## src/rtl/video_timing_output_pkg.sv

```systemverilog
// Shared types and default System86 raster constants for the video timing/output block.
package video_timing_output_pkg;

  localparam int CNT_W = 9;

  localparam int DEF_H_TOTAL  = 384;
  localparam int DEF_H_ACTIVE = 288;
  localparam int DEF_HS_START = 304;
  localparam int DEF_HS_WIDTH = 32;
  localparam int DEF_V_TOTAL  = 264;
  localparam int DEF_V_ACTIVE = 224;
  localparam int DEF_VS_START = 240;
  localparam int DEF_VS_WIDTH = 3;

  typedef logic [CNT_W-1:0] cnt_t;

  typedef struct packed {
    logic active;
    logic hs;
    logic vs;
  } raw_t;

  localparam int RAW_W = $bits(raw_t);

  function automatic logic in_window(cnt_t c, int start, int width);
    return (int'(c) >= start) && (int'(c) < start + width);
  endfunction

endpackage

```

## src/rtl/video_timing_output_if.sv

```systemverilog
// Video path bundle: CLUT colour in, raster counters and DAC/monitor signals out.
interface video_timing_output_if;
  import video_timing_output_pkg::*;

  logic [3:0] R, G, B;
  cnt_t       HCNT, VCNT;
  logic [3:0] R_OUT, G_OUT, B_OUT;
  logic       BLANK_N, HSYNC_N, VSYNC_N, VBLANK_IRQ;

  modport master (
    input  R, G, B,
    output HCNT, VCNT, R_OUT, G_OUT, B_OUT, BLANK_N, HSYNC_N, VSYNC_N, VBLANK_IRQ
  );

  modport slave (
    output R, G, B,
    input  HCNT, VCNT, R_OUT, G_OUT, B_OUT, BLANK_N, HSYNC_N, VSYNC_N, VBLANK_IRQ
  );

endinterface

```

## src/rtl/video_delay_line.sv

```systemverilog
// N-stage, W-bit shift register with async active-low clear (N >= 1).
module video_delay_line #(
  parameter int N = 1,
  parameter int W = 1
) (
  input  logic         clk_i,
  input  logic         rst_n_i,
  input  logic [W-1:0] d_i,
  output logic [W-1:0] q_o
);

  logic [N-1:0][W-1:0] stage_q;

  always_ff @(posedge clk_i or negedge rst_n_i) begin
    if (!rst_n_i) begin
      stage_q <= '0;
    end else begin
      stage_q[0] <= d_i;
      for (int i = 1; i < N; i++) stage_q[i] <= stage_q[i-1];
    end
  end

  assign q_o = stage_q[N-1];

endmodule

```

## src/rtl/video_timing_output.sv

```systemverilog
// Raster counters, sync/blank generation and the final blank-gated RGB register.
module video_timing_output
  import video_timing_output_pkg::*;
#(
  parameter int H_TOTAL    = DEF_H_TOTAL,
  parameter int H_ACTIVE   = DEF_H_ACTIVE,
  parameter int HS_START   = DEF_HS_START,
  parameter int HS_WIDTH   = DEF_HS_WIDTH,
  parameter int V_TOTAL    = DEF_V_TOTAL,
  parameter int V_ACTIVE   = DEF_V_ACTIVE,
  parameter int VS_START   = DEF_VS_START,
  parameter int VS_WIDTH   = DEF_VS_WIDTH,
  parameter int PIPE_DELAY = 2
) (
  input  logic                  CLK_6M,
  input  logic                  CLR,
  video_timing_output_if.master vid
);

  cnt_t       hcnt_q, hcnt_d, vcnt_q, vcnt_d;
  logic       h_wrap, v_wrap, irq_d, irq_q;
  raw_t       raw_now, raw_dly;
  logic [11:0] rgb_q;
  logic       blank_n_q, hsync_n_q, vsync_n_q;

  always_comb begin
    h_wrap = (hcnt_q == cnt_t'(H_TOTAL - 1));
    v_wrap = (vcnt_q == cnt_t'(V_TOTAL - 1));
    hcnt_d = h_wrap ? '0 : hcnt_q + cnt_t'(1);
    vcnt_d = vcnt_q;
    if (h_wrap) vcnt_d = v_wrap ? '0 : vcnt_q + cnt_t'(1);
    // Fires on the edge that lands on (0, V_ACTIVE), so the pulse covers that clock.
    irq_d  = h_wrap && (vcnt_d == cnt_t'(V_ACTIVE));
  end

  always_comb begin
    raw_now        = '0;
    raw_now.active = (int'(hcnt_q) < H_ACTIVE) && (int'(vcnt_q) < V_ACTIVE);
    raw_now.hs     = in_window(hcnt_q, HS_START, HS_WIDTH);
    raw_now.vs     = in_window(vcnt_q, VS_START, VS_WIDTH);
  end

  // The output register supplies the final clock of latency; the line covers the rest.
  generate
    if (PIPE_DELAY > 1) begin : g_dly
      video_delay_line #(.N(PIPE_DELAY - 1), .W(RAW_W)) u_dly (
        .clk_i   (CLK_6M),
        .rst_n_i (CLR),
        .d_i     (raw_now),
        .q_o     (raw_dly)
      );
    end else begin : g_nodly
      assign raw_dly = raw_now;
    end
  endgenerate

  always_ff @(posedge CLK_6M or negedge CLR) begin
    if (!CLR) begin
      hcnt_q    <= '0;
      vcnt_q    <= '0;
      irq_q     <= 1'b0;
      rgb_q     <= '0;
      blank_n_q <= 1'b0;
      hsync_n_q <= 1'b1;
      vsync_n_q <= 1'b1;
    end else begin
      hcnt_q    <= hcnt_d;
      vcnt_q    <= vcnt_d;
      irq_q     <= irq_d;
      rgb_q     <= raw_dly.active ? {vid.R, vid.G, vid.B} : 12'h000;
      blank_n_q <= raw_dly.active;
      hsync_n_q <= ~raw_dly.hs;
      vsync_n_q <= ~raw_dly.vs;
    end
  end

  assign vid.HCNT       = hcnt_q;
  assign vid.VCNT       = vcnt_q;
  assign vid.R_OUT      = rgb_q[11:8];
  assign vid.G_OUT      = rgb_q[7:4];
  assign vid.B_OUT      = rgb_q[3:0];
  assign vid.BLANK_N    = blank_n_q;
  assign vid.HSYNC_N    = hsync_n_q;
  assign vid.VSYNC_N    = vsync_n_q;
  assign vid.VBLANK_IRQ = irq_q;

endmodule

```

## src/flat_wrapper.sv

```systemverilog
// flat-port wrapper written by rule: the top's interface ports become plain ports
module video_timing_output_flat import video_timing_output_pkg::*;
#(
  parameter int H_TOTAL    = DEF_H_TOTAL,
  parameter int H_ACTIVE   = DEF_H_ACTIVE,
  parameter int HS_START   = DEF_HS_START,
  parameter int HS_WIDTH   = DEF_HS_WIDTH,
  parameter int V_TOTAL    = DEF_V_TOTAL,
  parameter int V_ACTIVE   = DEF_V_ACTIVE,
  parameter int VS_START   = DEF_VS_START,
  parameter int VS_WIDTH   = DEF_VS_WIDTH,
  parameter int PIPE_DELAY = 2
)
  (CLK_6M, CLR, vid_R, vid_G, vid_B, vid_HCNT, vid_VCNT, vid_R_OUT, vid_G_OUT, vid_B_OUT, vid_BLANK_N, vid_HSYNC_N, vid_VSYNC_N, vid_VBLANK_IRQ);
  video_timing_output_if vid_i ();
  input  logic CLK_6M;
  input  logic CLR;
  input wire logic [$bits(vid_i.R)-1:0] vid_R;
  input wire logic [$bits(vid_i.G)-1:0] vid_G;
  input wire logic [$bits(vid_i.B)-1:0] vid_B;
  output wire logic [$bits(vid_i.HCNT)-1:0] vid_HCNT;
  output wire logic [$bits(vid_i.VCNT)-1:0] vid_VCNT;
  output wire logic [$bits(vid_i.R_OUT)-1:0] vid_R_OUT;
  output wire logic [$bits(vid_i.G_OUT)-1:0] vid_G_OUT;
  output wire logic [$bits(vid_i.B_OUT)-1:0] vid_B_OUT;
  output wire logic [$bits(vid_i.BLANK_N)-1:0] vid_BLANK_N;
  output wire logic [$bits(vid_i.HSYNC_N)-1:0] vid_HSYNC_N;
  output wire logic [$bits(vid_i.VSYNC_N)-1:0] vid_VSYNC_N;
  output wire logic [$bits(vid_i.VBLANK_IRQ)-1:0] vid_VBLANK_IRQ;
  assign vid_i.R = vid_R;
  assign vid_i.G = vid_G;
  assign vid_i.B = vid_B;
  assign vid_HCNT = vid_i.HCNT;
  assign vid_VCNT = vid_i.VCNT;
  assign vid_R_OUT = vid_i.R_OUT;
  assign vid_G_OUT = vid_i.G_OUT;
  assign vid_B_OUT = vid_i.B_OUT;
  assign vid_BLANK_N = vid_i.BLANK_N;
  assign vid_HSYNC_N = vid_i.HSYNC_N;
  assign vid_VSYNC_N = vid_i.VSYNC_N;
  assign vid_VBLANK_IRQ = vid_i.VBLANK_IRQ;
  video_timing_output #(.H_TOTAL(H_TOTAL), .H_ACTIVE(H_ACTIVE), .HS_START(HS_START), .HS_WIDTH(HS_WIDTH), .V_TOTAL(V_TOTAL), .V_ACTIVE(V_ACTIVE), .VS_START(VS_START), .VS_WIDTH(VS_WIDTH), .PIPE_DELAY(PIPE_DELAY)) u_core (.CLK_6M(CLK_6M), .CLR(CLR), .vid(vid_i));
endmodule
```

## config.mk

```make
export PLATFORM = sky130hd
export DESIGN_NAME = video_timing_output_flat
export DESIGN_NICKNAME = d
export VERILOG_FILES = /design/src/rtl/video_timing_output_pkg.sv /design/src/rtl/video_timing_output_if.sv /design/src/rtl/video_delay_line.sv /design/src/rtl/video_timing_output.sv /design/src/flat_wrapper.sv
export SDC_FILE = /design/constraint.sdc
export NUM_CORES = 1
export LEC_CHECK = 0
export ABC_AREA = 1
export CAP_MARGIN = 25
export CORE_MARGIN = 1
export CORE_UTILIZATION = 30
export DETAILED_ROUTE_END_ITERATION = 16
export HOLD_SLACK_MARGIN = 0.12
export PLACE_DENSITY = 0.56
export SYNTH_ARGS = -nofsm -noshare
export SYNTH_HDL_FRONTEND = slang
export SYNTH_HIERARCHICAL = 1
export SYNTH_SLANG_ARGS = --single-unit
```

## constraint.sdc

```tcl
create_clock -name CLK_6M -period 1.7 [get_ports CLK_6M]
set_clock_uncertainty 0.2 [all_clocks]
set_input_delay 0.34 -clock CLK_6M [delete_from_list [all_inputs] [get_ports CLK_6M]]
set_output_delay 0.34 -clock CLK_6M [all_outputs]
set_load 0.005 [all_outputs]
```

=== Yosys cells after proc, flatten, opt, wreduce, memory -nomap -nowiden ===
Cells that the tools add are included.

* Add/subtract/negate cells: 2
* $lt $le $gt $ge: 6
* Equal/unequal tests: 3
* Mux-type cells: 4
* Bitwise operators: 2
* Reductions and logical operators: 4

{| class="wikitable"
|+ Operators with widths
! cell !! count
|-
| two-way mux 9 bit || 3
|-
| adder 9 x 1 -> 9 bit, second input constant || 2
|-
| == test 9 bit, second input constant || 2
|-
| < comparator 9 x 8 -> 1 bit, second input constant || 2
|-
| < comparator 9 bit, second input constant || 2
|-
| two-way mux 12 bit || 1
|-
| == test 9 x 8 -> 1 bit, second input constant || 1
|-
| greater-or-equal comparator 9 x 8 -> 1 bit, second input constant || 1
|-
| greater-or-equal comparator 9 bit, second input constant || 1
|-
| logical AND 1 bit || 4
|-
| NOT 1 bit || 2
|}

* Flip-flop bits (word level): 37
* Bits of input ports: 14
* Output and inout bits: 34
* Logic and storage cells: 29

=== Longest topological paths before layout ===
Gate-level depths: netlist of run 1.

* Word-level depth: 5
* Depth in mapped cells: 11
* Mapped depth without buffers: 11

=== By module ===
The synthesis of run 1 kept the hierarchy.

{| class="wikitable"
|+ By module, submodules not included
! module !! times used !! cells each !! area an instance (um2) !! sequential area each (um2)
|-
| video_timing_output || 1 || 179 || 1602.8 || 853.3
|-
| video_delay_line || 1 || 3 || 75.1 || 75.1
|}

=== Worst setup path before layout of run 1 ===
OpenSTA, ideal clock, no wires.

* Path type: register to register
* From: reg u_core.hcnt_q[0], in the netlist u_core/vid.HCNT[0]
* To: reg u_core.irq_q, in the netlist u_core/vid.VBLANK_IRQ
* Setup time: 0.069 ns
* Arrival: 1.464 ns
* Required time: 1.431 ns
* Slack: -0.033 ns
* Stages on the path, launching flop included: 10
* Buffers on the path: 0
* Clock period less this slack: 1.733 ns
* Path through: dfrtp_1 -> ha_1 -> nand3_2 -> nor2_8 -> nand2_4 -> nor2_1 -> nand2_1 -> xor2_1 -> nor2_4 -> nor2_2

* Cells in the longest elaborated chain, start to end: 4

{| class="wikitable"
|+ Ends and longest elaborated chain
! element !! RTL line !! text
|-
| start: declaration || video_timing_output.sv:20 || <nowiki>cnt_t hcnt_q, hcnt_d, vcnt_q, vcnt_d;</nowiki>
|-
| start signal: assignment || video_timing_output.sv:67 || <nowiki>hcnt_q <= hcnt_d;</nowiki>
|-
| == test 9 bit || video_timing_output.sv:27 || <nowiki>h_wrap = (hcnt_q == cnt_t'(H_TOTAL - 1));</nowiki>
|-
| two-way mux 9 bit || video_timing_output.sv:31 || <nowiki>if (h_wrap) vcnt_d = v_wrap ? '0 : vcnt_q + cnt_t'(1);</nowiki>
|-
| named net u_core.vcnt_d[8] || video_timing_output.sv:20 ||
|-
| == test 9 x 8 -> 1 bit || video_timing_output.sv:33 || <nowiki>irq_d = h_wrap && (vcnt_d == cnt_t'(V_ACTIVE));</nowiki>
|-
| logical AND 1 bit || video_timing_output.sv:33 ||
|-
| named net u_core.irq_d || video_timing_output.sv:21 || <nowiki>logic h_wrap, v_wrap, irq_d, irq_q;</nowiki>
|-
| end signal: assignment || video_timing_output.sv:69 || <nowiki>irq_q <= irq_d;</nowiki>
|-
| end: declaration || video_timing_output.sv:21 ||
|}

The timed path passes the listed nets, and every way through them passes these cells.

=== Worst setup path in the final report of run 1 ===
* From: reg u_core.hcnt_q[1], in the netlist u_core/vid.HCNT[1]
* To: reg u_core.irq_q, in the netlist u_core/vid.VBLANK_IRQ

* Cells in the longest elaborated chain, start to end: 4

{| class="wikitable"
|+ Ends and longest elaborated chain
! element !! RTL line
|-
| == test 9 bit * || video_timing_output.sv:27
|-
| two-way mux 9 bit || video_timing_output.sv:31
|-
| == test 9 x 8 -> 1 bit || video_timing_output.sv:33
|-
| logical AND 1 bit * || video_timing_output.sv:33
|-
| named net u_core.irq_d || video_timing_output.sv:21
|}

Mark *: on every way through the listed nets, which the timed path passes. The rest lies on a longest branch.

==> results_dict.tcl, run 1 <==
set metrics [dict create \
    clkLatencyLatePin_ns 0.30 \
    crit_fanout 6 \
    die_width_um 76.8 \
    routed_wl_um 3910 \
    rr_startpoint "u_core/vid.HCNT[1]" \
    synth.area.top_cells "dfrtp_1 (52%), nand2_1 (9.2%), inv_1 (6.5%)" \
    synth-simple-area-share_pct 28.9 \
    cts_buffers 5 \
    leakage_nw 1.54 \
    synth_top_area_share_pct 52.2 \
    hold_slack_ns 0.153 \
    worstPathArrival_ns 1.81 \
    cts_sinks 37 \
    yosys.area_share.adder_pct 1.49 \
    yosysSeqAreaShare_pct 55.3 \
    ant_nets 0 \
    fmax_mhz 562 \
    first_iter_violations 63 \
    power_density_nw_per_um2 592 \
    drive_above_1_share_pct 34.8 \
    cts_tree "yes" \
    ys.warnings.count 6 \
    netlist_area_um2 1680 \
    dieArea_um2 5900 \
    grt_overflow 0 \
    gp_congestion 0.989 \
    setup_viol 3 \
    synth_top_family_by_area "simple AND/OR/NAND/NOR gates" \
    die_h_um 76.8 \
    reg2reg_to "u_core/vid.VBLANK_IRQ" \
    area_growth_pct 62.7 \
    slew_headroom_pct 71.5 \
    htree_levels 2 \
    synth.distinct_cells 29 \
    timing.final.crit_period_ns 1.78 \
    postSynthCellCount 182 \
    core-area_um2 5240 \
    nets 291 \
    antenna_found_initial 0 \
    clk_root_buffer_cell "clkbuf_8" \
    tightestPinTransition_ns 0.416 \
    synth_compound_area_share_pct 4.03 \
    syn-num-nets 198 \
    ios 48 \
    cts_buffer_depth 2 \
    drc 0 \
    worstSetupPathType "flip-flop to flip-flop" \
    numPortBuffers 47 \
    violations "setup timing" \
    place_area_um2 2380 \
    fin_crit_sh_pct 105 \
    wl_per_cell_um 11.3 \
    peakVddDrop_mv 0.384 \
    worstSetupEndpointType "flip-flop" \
    grt_pass1_vias 1461 \
    synth.area.mux_share_pct 0 \
    finalHoldViolCount 0 \
    post-dp-hpwl_um 2620 \
    hold_path.class "flip-flop to flip-flop" \
    drv_cap 0 \
    drv_slew 0 \
    viasPerCell 4.24 \
    synth-xor-area-share_pct 2.09 \
    grt_use_total_pct 14.3 \
    setup.worst_path.start_class "flip-flop" \
    critPathCapture "u_core/vid.VBLANK_IRQ" \
    yosysTopAreaCell "dfrtp_1" \
    r2r_cells 12 \
    r2r_slack_ns -0.08 \
    grt_pass1_wl_um 6580 \
    vias 1467 \
    avgSynthCellArea_um2 9.22 \
    ys_ff_latch 37 \
    diodes 0 \
    grt_max_degree 17 \
    clk_pin_slew_ns 0.08 \
    final.setup.worst_slack_ns -0.0783 \
    fin_area_um2 2730 \
    rsz0062_at_grt "true" \
    crit_required_ns 1.73 \
    firstDrtPassIters 4 \
    num_rows 26 \
    critPathLaunch "u_core/vid.HCNT[1]" \
    status "finished with violations" \
    initial_core_util_pct 32.0 \
]
-- worst min path at each step --
stage	end	cells after the start	start	slack [ns]
2_1_floorplan	u_core/g_dly.u_dly/q_o[0]	0	CLR	-0.16
3_5_place_dp	u_core/rgb_q[9]	1	CLR	0.08
4_1_cts	u_core/vid.VSYNC_N	1	u_core/g_dly.u_dly/q_o[0]	0.15
5_1_grt	u_core/vid.VSYNC_N	1	u_core/g_dly.u_dly/q_o[0]	0.16
6_report	u_core/vid.VSYNC_N	1	u_core/g_dly.u_dly/q_o[0]	0.15
3_3_place_gp	u_core/rgb_q[9]	1	CLR	0.08
-- power by group --
group	switching (mW)	internal, mW	leakage [nW]
combinational	0.0338	0.0560	1.04
clock	0.338	0.291	0.0445
sequential	0.00314	0.894	0.449
-- worst max-delay path, stage by stage, from the launching register on --
cell and delay (ns):
dfrtp_1 0.37, buf_6 0.11, ha_4 0.15, nand2_4 0.05, nor2_4 0.09, nand2_4 0.07
nor2_8 0.15, nand2_2 0.08, nand2_2 0.08, nand2_2 0.06, nor3_2 0.14, nand2_1 0.07
nor2_2 0.07
-- cell usage in the layout, fill, tap and decap left out, types with 2 or more instances in the layout --
cell type / netlist / routed
a21oi_1: 2 / 2
buf_4: 0 / 38
clkbuf_8: 0 / 5
clkdlybuf4s50_1: 0 / 19
clkinv_2: 1 / 2
clkinvlp_4: 0 / 2
dfrtp_1: 35 / 29
dfrtp_2: 0 / 6
dfstp_2: 2 / 2
dlygate4sd2_1: 0 / 15
dlymetal6s2s_1: 0 / 11
inv_1: 29 / 28
inv_2: 5 / 5
nand2_1: 41 / 35
nand2_2: 4 / 8
nand2_4: 3 / 5
nand3_1: 10 / 9
nand3_4: 1 / 2
nand4_1: 2 / 2
nor2_1: 18 / 15
nor2_2: 2 / 2
nor2_4: 2 / 5
nor2_8: 2 / 2
nor3_1: 6 / 5
nor3_2: 1 / 2
o21ai_2: 1 / 2
xor2_1: 4 / 3
-- final cells by class --
class                   instances  area [um^2]
clock inverters                 3         21.3
flip-flops and latches         37          936
fillers                       470         2510
multi-input cells             109          704
repair buffers                 87          776
well taps                      70         87.6
inverters                      35          136
clock buffers                   5         68.8
-- cells in the mapped netlist --
library cell / number
a31oi_1: 1
inv_1: 29
nand2_1: 41
nor3_2: 1
inv_2: 5
clkinv_2: 1
nand2_2: 4
nor3_1: 6
nor2_2: 2
dfstp_2: 2
a2111oi_0: 1
clkbuf_1: 1
nand3_4: 1
o21ai_2: 1
nand4_1: 2
nand2_4: 3
o2111ai_1: 1
nor2_1: 18
a21oi_1: 2
nand3_1: 10
o21ai_0: 2
nor2_8: 2
nand3_2: 1
nor2_4: 2
xor2_1: 4
ha_1: 2
dfrtp_1: 35
a211oi_1: 1
o21a_1: 1
-- sequential cells by signal (all words and copies together) (netlist names) --
name                    flops
u_core/vid.VSYNC_N          1
u_core/vid.VBLANK_IRQ       1
u_core/vid.VCNT             9
u_core/vid.HSYNC_N          1
u_core/vid.HCNT             9
u_core/rgb_q               12
u_core/vid.BLANK_N          1
u_core/g_dly.u_dly/q_o      3
-- metrics by stage --
step	worst slack [ns]	total power, mW	utilization, %	setup TNS, ns	instances
floorplan	0.00983	0.928	-	0	182
global placement	0.00639	1.01	45.5	0	315
detailed placement	-0.0206	1.01	45.5	-0.0206	315
CTS	-0.0423	1.64	50.4	-0.0423	343
global route	-0.194	1.70	52.1	-0.446	346
finish	-0.0783	1.62	52.1	-0.159	346
-- cells by family after synthesis --
family / Yosys count
AO/OA/AOI/OAI: 10
adder cells (fa/ha/maj): 2
buffers and inverters: 36
AND/OR/NAND/NOR: 93
XOR/XNOR: 4
flip-flops: 37
-- repair_timing --
item	in CTS	in global routing
buffers inserted	20	3
gates resized for setup	29	28
endpoints found under the hold margin	17	0
hold buffers	1	0
pin swaps	10	7
endpoints found under the setup margin	21	19
-- routing by layer --
metal	vias to the layer above	routed length (um)	global-route usage (%)
met5	-	0	0
met2	51	1930	23.9
li1	743	-	-
met3	4	240	4.29
met1	669	1680	16.9
met4	0	61	5.96
Power figures use the tool's default switching activity.
==> inputs of run 2 (changes only) <==
GPL_TIMING_DRIVEN = 0   (was default)
==> run 2 against run 1 <==
- cell count shrank 2.9%
- sequential share of layout area grew 1.3 points
- the run still ends with setup timing left
- critical path type unchanged
- global-route usage shrank 1.5 points
- cell area shrank 3.2%
- non-clock buffer count shrank 10
- highest routed layer unchanged
==> results_dict.tcl, run 2 (same netlist as run 1, synthesis figures left out) <==
set metrics [dict create \
    drive_above_1_share_pct 30.1 \
    fmax_mhz 568 \
    grt_pass1_wl_um 5910 \
    swShare_pct 20.6 \
    cts_buffer_depth 2 \
    gr-usage-met1_pct 15.7 \
    hold_slack_ns 0.143 \
    htree_levels 2 \
    use_met2_pct 20.9 \
    post-place-cells 299 \
    diodes 0 \
    top_usage_layer "met2" \
    viasPerCell 4.18 \
    cts_tree "yes" \
    grt_max_degree 38 \
    use_met3_pct 3.81 \
    firstDrtPassIters 4 \
    rsz0062_at_grt "true" \
    worstSetupEndpointType "flip-flop" \
    timing.final.crit_period_ns 1.76 \
    routed_wl_um 3580 \
    core-area_um2 5240 \
    hold_start "u_core/g_dly.u_dly/q_o[1]" \
    fin_crit_sh_pct 104 \
    p_int_mw 1.39 \
    area_growth_pct 57.5 \
    drc 0 \
    clk_pin_slew_ns 0.08 \
    fin_area_um2 2640 \
    finalHoldViolCount 0 \
    power_frac_seq_pct 51.3 \
    p_clk_share_pct 43.7 \
    regMostFlops "u_core/rgb_q" \
    final.setup.worst_slack_ns -0.0607 \
    dieArea_um2 5900 \
    vias 1405 \
    final_cell_mix "nand2_1 (37), inv_1 (29), buf_4 (28)" \
    critPathLaunch "u_core/vid.HCNT[0]" \
    slew_headroom_pct 45.9 \
    clkLatencyLatePin_ns 0.29 \
    die_width_um 76.8 \
    gp_congestion 0.854 \
    antenna_found_initial 0 \
    initial_core_util_pct 32.0 \
    wl_per_cell_um 10.7 \
    final_core_util_pct 50.5 \
    post-dp-hpwl_um 2380 \
    status "finished with violations" \
    power_mw 1.75 \
    tightestPinTransition_ns 0.811 \
    clk_root_buffer_cell "clkbuf_8" \
    power_density_nw_per_um2 661 \
    mostFrequentLayoutCell "nand2_1" \
    drv_slew 0 \
    final_cells 336 \
    leakage_nw 1.44 \
    die_h_um 76.8 \
    tns_ns -0.0607 \
    setup.worst_path.start_class "flip-flop" \
    setup_viol 1 \
    drv_cap 0 \
    num_rows 26 \
    crit_fanout 7 \
    rr_startpoint "u_core/vid.HCNT[0]" \
    place_area_um2 2260 \
    p_comb_share_pct 5.0 \
    cts_sinks 37 \
    crit_required_ns 1.68 \
    ant_nets 0 \
    cts_buffers 5 \
    worstPathArrival_ns 1.74 \
    largest_register_ffs 12 \
    post-place-ws_ns -0.122 \
    violations "setup timing" \
    nets 281 \
    ios 48 \
    p_switching_mw 0.360 \
    worstSetupPathType "flip-flop to flip-flop" \
    hold_path.class "flip-flop to flip-flop" \
    peakVddDrop_mv 0.355 \
    first_iter_violations 24 \
    numPortBuffers 47 \
    grt_pass1_vias 1317 \
    grt_overflow 0 \
    grt_use_total_pct 12.8 \
]
==> run 2: changes by cell type in the layout (fill, tap and decap cells not counted), sizes merged <==
cell,delta
buf,-11
bufinv,+1
clkdlybuf4s50,+5
clkinvlp,-1
dlymetal6s2s,-4
==> run 2: cell type report <==
cell class | instances | area, um^2
multi-input cells | 109 | 679
fillers | 499 | 2590
clock buffers | 5 | 68.8
flip-flops and latches | 37 | 940
clock inverters | 3 | 46.3
repair buffers | 76 | 684
plain buffers | 1 | 3.75
well taps | 70 | 87.6
inverters | 35 | 133
==> run 2: per-layer routing <==
metal | up-vias | wire length, um
li1 | 719 | -
met1 | 648 | 1640
met2 | 34 | 1670
met3 | 4 | 209
met4 | 0 | 57
met5 | - | 0
==> run 2: power groups by stage <==
stage,clock [mW],combinational [mW],sequential [mW]
2_1_floorplan,0,0.0103,0.917
3_3_place_gp,0,0.0894,0.914
3_5_place_dp,0,0.0885,0.914
4_1_cts,0.796,0.0905,0.897
5_1_grt,0.836,0.0978,0.898
6_report,0.763,0.0873,0.897
==> run 2: worst paths after layout <==
path | slack (ns) | cells after the start | end
worst max-delay path | -0.06 | 9 | u_core/vid.VBLANK_IRQ
worst min-delay path | 0.14 | 1 | u_core/vid.HSYNC_N
worst max register to register | -0.06 | 9 | u_core/vid.VBLANK_IRQ
worst min register to register | 0.14 | 1 | u_core/vid.HSYNC_N
max in group asynchronous | 0.25 | 2 | u_core/vid.VCNT[4]
min in group asynchronous | 0.48 | 2 | u_core/vid.BLANK_N
==> run 2: what timing repair did <==
item                                   4_1_cts  5_1_grt
gates resized for setup                     27       15
pin swaps                                    2        6
hold buffers                                 1        0
endpoints found under the hold margin       35        0
setup endpoints to repair                   22       11
setup buffers                               21        7
==> run 2: critical path: stages, from the launching register on <==
cell and delay [ns]:
dfrtp_1 0.40, ha_4 0.18, nand3_4 0.10, nor2_8 0.18, nand2_4 0.10, nor2_1 0.09
nand2_1 0.09, xor2_2 0.17, nor2_4 0.10, nor2_2 0.05
